--- src/rtl/tile_row_streamer_pkg.sv ---
// Shared definitions for the tile row streamer: element width, tile-size helper, FSM states.
package tile_row_streamer_pkg;

  localparam int unsigned ELEM_WIDTH = 32;

  // Output size of the overlap processor for a square core input, kernel and stride.
  function automatic int unsigned calc_tile_dim(input int unsigned core_in,
                                                input int unsigned kernel,
                                                input int unsigned stride);
    return (core_in - kernel) / stride + 1;
  endfunction

  localparam int unsigned CORE_IN_DIM      = 8;
  localparam int unsigned KERNEL_DIM       = 3;
  localparam int unsigned STRIDE_DIM       = 1;
  localparam int unsigned TILE_DIM_DEFAULT = calc_tile_dim(CORE_IN_DIM, KERNEL_DIM, STRIDE_DIM);

  typedef enum logic [0:0] {
    StIdle,
    StStream
  } state_e;

endpackage

--- src/rtl/tile_row_streamer_slot_buffer.sv ---
// Two-entry tile register file: whole-tile write port and a row-select read port.
module tile_slot_buffer #(
  parameter int unsigned TILE_DIM   = tile_row_streamer_pkg::TILE_DIM_DEFAULT,
  parameter int unsigned ELEM_WIDTH = tile_row_streamer_pkg::ELEM_WIDTH,
  localparam int unsigned ROW_WIDTH  = TILE_DIM * ELEM_WIDTH,
  localparam int unsigned TILE_WIDTH = TILE_DIM * ROW_WIDTH,
  localparam int unsigned IDX_WIDTH  = (TILE_DIM > 1) ? $clog2(TILE_DIM) : 1
) (
  input  logic                  clk_i,
  input  logic                  wr_en_i,
  input  logic                  wr_ptr_i,
  input  logic [TILE_WIDTH-1:0] wr_data_i,
  input  logic                  rd_ptr_i,
  input  logic [IDX_WIDTH-1:0]  row_sel_i,
  output logic [ROW_WIDTH-1:0]  row_o
);

  // Contents are deliberately not reset; occupancy lives in the top level.
  logic [TILE_WIDTH-1:0] slot_q [2];

  always_ff @(posedge clk_i) begin
    if (wr_en_i) begin
      slot_q[wr_ptr_i] <= wr_data_i;
    end
  end

  assign row_o = slot_q[rd_ptr_i][row_sel_i * ROW_WIDTH +: ROW_WIDTH];

endmodule

--- src/rtl/tile_row_streamer.sv ---
// Captures whole tiles into a ping-pong store and streams them one row per valid/ready beat.
// Optional stall counter output enabled by defining TILE_ROW_STREAMER_PERF_EN.
module tile_row_streamer #(
  parameter int unsigned TILE_DIM   = tile_row_streamer_pkg::TILE_DIM_DEFAULT,
  parameter int unsigned ELEM_WIDTH = tile_row_streamer_pkg::ELEM_WIDTH,
  parameter int unsigned CNT_WIDTH  = 16,
  localparam int unsigned ROW_WIDTH  = TILE_DIM * ELEM_WIDTH,
  localparam int unsigned TILE_WIDTH = TILE_DIM * ROW_WIDTH,
  localparam int unsigned IDX_WIDTH  = (TILE_DIM > 1) ? $clog2(TILE_DIM) : 1
) (
  input  logic                  clk_i,
  input  logic                  rst_i,
  input  logic [TILE_WIDTH-1:0] tile_i,
  input  logic                  tile_valid_i,
  output logic [ROW_WIDTH-1:0]  row_data_o,
  output logic                  row_valid_o,
  input  logic                  row_ready_i,
  output logic                  row_last_o,
  output logic [IDX_WIDTH-1:0]  row_idx_o,
  output logic                  full_o,
  output logic                  overflow_o,
  input  logic                  overflow_clr_i,
`ifdef TILE_ROW_STREAMER_PERF_EN
  output logic [31:0]           stall_cycles_o,
`endif
  output logic [CNT_WIDTH-1:0]  tiles_done_o
);

  import tile_row_streamer_pkg::*;

  localparam logic [IDX_WIDTH-1:0] LastRow = IDX_WIDTH'(TILE_DIM - 1);

  state_e                 state_q, state_d;
  logic                   wr_ptr_q, rd_ptr_q;
  logic [1:0]             occ_q, occ_d;
  logic [IDX_WIDTH-1:0]   row_cnt_q;
  logic [CNT_WIDTH-1:0]   tiles_done_q;
  logic                   overflow_q;

  logic                   row_is_last;
  logic                   beat;
  logic                   rel;
  logic                   accept;
  logic                   drop;

  assign row_is_last = (row_cnt_q == LastRow);

  always_comb begin
    row_valid_o = (state_q == StStream);
    beat        = row_valid_o && row_ready_i;
    rel         = beat && row_is_last;
    // A release frees a slot in the same cycle, so a full store can still accept.
    accept      = tile_valid_i && ((occ_q != 2'd2) || rel);
    drop        = tile_valid_i && !accept;
    occ_d       = occ_q + 2'(accept) - 2'(rel);
    state_d     = state_q;
    unique case (state_q)
      StIdle:   if (occ_d != 2'd0) state_d = StStream;
      StStream: if (occ_d == 2'd0) state_d = StIdle;
      default:  state_d = StIdle;
    endcase
  end

  always_ff @(posedge clk_i) begin
    if (rst_i) begin
      state_q      <= StIdle;
      occ_q        <= 2'd0;
      wr_ptr_q     <= 1'b0;
      rd_ptr_q     <= 1'b0;
      row_cnt_q    <= '0;
      tiles_done_q <= '0;
      overflow_q   <= 1'b0;
    end else begin
      state_q <= state_d;
      occ_q   <= occ_d;
      if (accept) begin
        wr_ptr_q <= ~wr_ptr_q;
      end
      if (beat) begin
        if (row_is_last) begin
          row_cnt_q    <= '0;
          rd_ptr_q     <= ~rd_ptr_q;
          tiles_done_q <= tiles_done_q + CNT_WIDTH'(1);
        end else begin
          row_cnt_q <= row_cnt_q + IDX_WIDTH'(1);
        end
      end
      if (drop) begin
        overflow_q <= 1'b1;
      end else if (overflow_clr_i) begin
        overflow_q <= 1'b0;
      end
    end
  end

  tile_slot_buffer #(
    .TILE_DIM   (TILE_DIM),
    .ELEM_WIDTH (ELEM_WIDTH)
  ) u_slot_buffer (
    .clk_i     (clk_i),
    .wr_en_i   (accept),
    .wr_ptr_i  (wr_ptr_q),
    .wr_data_i (tile_i),
    .rd_ptr_i  (rd_ptr_q),
    .row_sel_i (row_cnt_q),
    .row_o     (row_data_o)
  );

  assign row_last_o   = row_valid_o && row_is_last;
  assign row_idx_o    = row_cnt_q;
  assign full_o       = (occ_q == 2'd2);
  assign overflow_o   = overflow_q;
  assign tiles_done_o = tiles_done_q;

`ifdef TILE_ROW_STREAMER_PERF_EN
  logic [31:0] stall_q;

  always_ff @(posedge clk_i) begin
    if (rst_i || overflow_clr_i) begin
      stall_q <= '0;
    end else if (row_valid_o && !row_ready_i && (stall_q != '1)) begin
      stall_q <= stall_q + 32'd1;
    end
  end

  assign stall_cycles_o = stall_q;
`endif

endmodule
--- config.mk ---
export PLATFORM = sky130hd
export DESIGN_NAME = tile_row_streamer
export DESIGN_NICKNAME = d
export VERILOG_FILES = /design/src/rtl/tile_row_streamer_pkg.sv /design/src/rtl/tile_row_streamer_slot_buffer.sv /design/src/rtl/tile_row_streamer.sv
export SDC_FILE = /design/constraint.sdc
export NUM_CORES = 2
export LEC_CHECK = 0
export ABC_AREA = 1
export BUFFER_PORTS_ARGS = -buffer_cell sky130_fd_sc_hd__clkbuf_2
export CAP_MARGIN = 5
export CELL_PAD_IN_SITES_DETAIL_PLACEMENT = 0
export CELL_PAD_IN_SITES_GLOBAL_PLACEMENT = 2
export CORE_AREA = 4 4 534 536
export CTS_CLUSTER_DIAMETER = 40
export DETAILED_ROUTE_END_ITERATION = 6
export DIE_AREA = 0 0 538 540
export HOLD_SLACK_MARGIN = 0.05
export PLACE_DENSITY_LB_ADDON = 0.25
export SYNTH_ARGS = -nofsm -noshare
export SYNTH_HDL_FRONTEND = slang
export SYNTH_SLANG_ARGS = --single-unit
--- constraint.sdc ---
create_clock -name clk_i -period 100.9 [get_ports clk_i]
set_clock_uncertainty 0.2 [all_clocks]
set_input_delay 30.27 -clock clk_i [delete_from_list [all_inputs] [get_ports clk_i]]
set_output_delay 30.27 -clock clk_i [all_outputs]
set_load 0.01 [all_outputs]
==> summary.txt <==
Run status
  – Status: completed

Clock tree
  – CTS tree: built
  – # clock sinks: 2330
  – Clk Tree Root Cell: clkbuf_16
  – Hold_buf cts: 0
  – PostCTS Resize Cnt: 0
  – CTS buffer count: 400
  – Number of setup buffers added after CTS: 0
  – H-Tree Depth: 5
  – Clock Path Buffers: 4
  – Clock slew at reported path FFs: 50 ps
  – Clock Latency Late Sink: 920 ps

Logic synthesis
  – FF+latch count, synth: 2330
  – Register area share after synthesis: 0.764
  – Synth cell count leaders: 2304 x edfxtp_1, 1570 x nor2_1, 1005 x o21ai_0
  – Share of the synthesized area in the top cell type: 0.758
  – Avg Cell Area, Syn: 12.8 um^2
  – Top cell type by total area after synthesis: edfxtp_1
  – Mapped Cells: 7159
  – Top_reg_cell synth: edfxtp_1
  – Yosys cell types: 28
  – Post-synth EDFFs: 2304
  – Area contributors post-synth: edfxtp_1 76%, nor2_1 6.5%, o21ai_0 5.5%
  – Synthesized area: 91300 um^2
  – Syn_nets: 8318
  – Async set or reset register ratio after synthesis: 0
  – Most common cell in the netlist: edfxtp_1
  – Synth warn: 0

Run
  – Max Cap Violations: 0

Route
  – WL per Instance: 25.9 um
  – 1st-iter DRT viols: 4778
  – DRC viols: 0
  – Via count: 62601
  – Via density: 4.90
  – Pre-Repair DR Iteration Count: 6
  – Final ANT Viol Nets: 0
  – Final WL: 330 mm

Placed design
  – DP HPWL: 215 mm
  – Placer Congestion: 0.835
  – Port Buf Inserts: 1371

Worst setup path
  – Worst r2r dst: u_slot_buffer.slot_q[1][899]$_DFFE_PP_
  – Reg2reg setup slack: 91860 ps
  – R2R depth: 12
  – Worst setup SP type: flop
  – Setup CP Type: reg -> out
  – Worst Setup End Kind: output pin
  – Arrival @ worst endpoint: 6810 ps
  – Reg-to-reg critical path startpoint: row_idx_o[1]$_SDFFE_PP0P_
  – Crit path capture: row_data_o[113]
  – CP required: 70430 ps
  – CP max FO: 236

Floorplanning
  – Core area: 281000 um^2
  – Die span in y: 540 um
  – I/O Pins: 1372
  – Die Span X: 538 um
  – Row cnt: 195
  – Initial Utilization: 0.325
  – Die area: 291000 um^2

Timing
  – Pins Over Slew Limit: 0
  – Worst slew pin tran: 1230 ps
  – Max Clk Rate: 26.8 MHz
  – Minimum clock period: 37280 ps
  – Hold Vio Cnt, Final: 0
  – Rel. slew slack: 0.180
  – Setup violators final: 0
  – Setup TNS: 0 ps
  – Crit share post-route: 0.369
  – RSZ-0062 raised after global routing: no

Power and ir drop
  – Static leakage: 0.0436 uW
  – Cell Pwr Density: 23.3 nW/um^2
  – VDD IR-drop max: 0.0000154 V

Global routing
  – Grt peak-use layer: met2
  – Initial antenna violation count: 287
  – Grt total ovfl: 0
  – Met2 Use GR: 0.362
  – Largest net degree at the start of global routing: 237
  – GR Util met3: 0.0846
  – GR met1 Demand/Resource: 0.250
  – First-pass GRT wire length: 454 mm
  – Vias in the first global route: 60884
  – GR Util All Layers: 0.217

Finish
  – Layout cells sized above 1: 0.237
  – Syn-to-layout area delta: 26.4%
  – Fillers: 26559
  – Post-layout util: 0.411
  – Final nets: 9726

Min path
  – Worst Hold Class: reg -> reg
==> where the power goes <==
group          switching (uW)  internal [uW]
Sequential               14.1           1140
Clock                     492            851
Combinational             134           55.2
Total                     640           2050
==> worst max-delay path, cell delays in order (launching register included) <==
cell      delay [ps]
dfxtp_4          450
inv_16           530
buf_12           550
buf_4            650
buf_4            750
buf_4            790
buf_4            770
o21ai_0          200
nand2_1          100
nand2_1           60
nand3_1          150
nand2_1          130
nand2_1          120
clkbuf_2         190
==> layout by cell type (no fill, tap or decap), types with 4 or more instances in the layout <==
master,synthesis,routed
clkinv_8,0,6
inv_16,0,7
clkbuf_2,0,1371
dfxtp_1,26,24
o21a_1,192,192
a21oi_1,12,12
o21ai_0,1005,1005
edfxtp_1,2304,2304
nand3_1,202,202
buf_4,70,68
o21ai_1,158,158
clkinvlp_4,0,55
buf_12,0,14
bufinv_16,0,45
clkinv_4,0,33
nor2_4,1,5
nand4_1,5,5
clkinv_2,0,59
clkbuf_1,201,38
inv_8,0,8
inv_1,32,32
inv_6,0,26
clkinv_16,0,7
diode_2,0,121
o22ai_1,192,192
nor2_1,1570,1567
nand2_1,993,992
clkbuf_16,0,402
nor3_1,4,4
clkinv_1,0,66
==> layout make-up <==
type	count	area, um^2	area share
flip-flops and latches	2330	69700	0.604
multi-input cells	4346	19300	0.168
clock buffers	440	10200	0.0884
repair buffers	1453	7650	0.0663
well taps	3743	4680	0.0406
clock inverters	308	3310	0.0287
diodes	121	303	0.00262
inverters	36	174	0.00151
==> logic make-up (layout without fill, tap and decap cells) <==
group,count (synthesis),count (layout),synth area share
buffers and inverters,483,2237,0.0248
other,0,121,0
xor gates and xnor gates,3,3,0.000288
and+or+nand+nor,2781,2781,0.118
adders and majority gates,2,2,0.000274
DFF,2330,2330,0.764
AOI/OAI and AO/OA,1560,1560,0.0935
==> flip-flops by register name, summed over array words and instances (netlist names), named ones only <==
signal,count
u_slot_buffer.slot_q,2304
row_idx_o,3
row_valid_o,1
rd_ptr_q,1
occ_q,2
tiles_done_o,16
overflow_o,1
wr_ptr_q,1
==> metrics by stage <==
| stage | cell area (um^2) | setup slack, ps | hold WS (ps) | total power [uW] | instances |
|---|---|---|---|---|---|
| final | 115000 | 63620 | 266 | 2690 | 12777 |
| after global routing | 115000 | 63040 | 282 | 2790 | 12707 |
| after CTS | 115000 | 63360 | 267 | 2720 | 12656 |
| after detailed placement | 102000 | 63120 | 259 | 1370 | 11908 |
| after global placement | 102000 | 63210 | 259 | 1370 | 11908 |
| after floorplan | 91300 | 19330 | 247 | 1400 | 7159 |
==> worst min-delay path by stage <==
stage	cells after the start	endpoint	start	slack, ps
final	2	overflow_o$_SDFFE_PP0P_	overflow_o$_SDFFE_PP0P_	270
after global routing	2	overflow_o$_SDFFE_PP0P_	overflow_o$_SDFFE_PP0P_	280
after CTS	2	overflow_o$_SDFFE_PP0P_	overflow_o$_SDFFE_PP0P_	270
after detailed placement	2	overflow_o$_SDFFE_PP0P_	overflow_o$_SDFFE_PP0P_	260
after global placement	2	overflow_o$_SDFFE_PP0P_	overflow_o$_SDFFE_PP0P_	260
after floorplan	2	flop	rd_ptr_q$_SDFFE_PP0N_	250
==> metal layers <==
layer	up-vias	part of all wire
li1	28784	-
met1	30608	0.37
met2	2192	0.48
met3	787	0.10
met4	230	0.038
met5	-	0.0041
No activity file was read; power rests on OpenSTA's default activity.
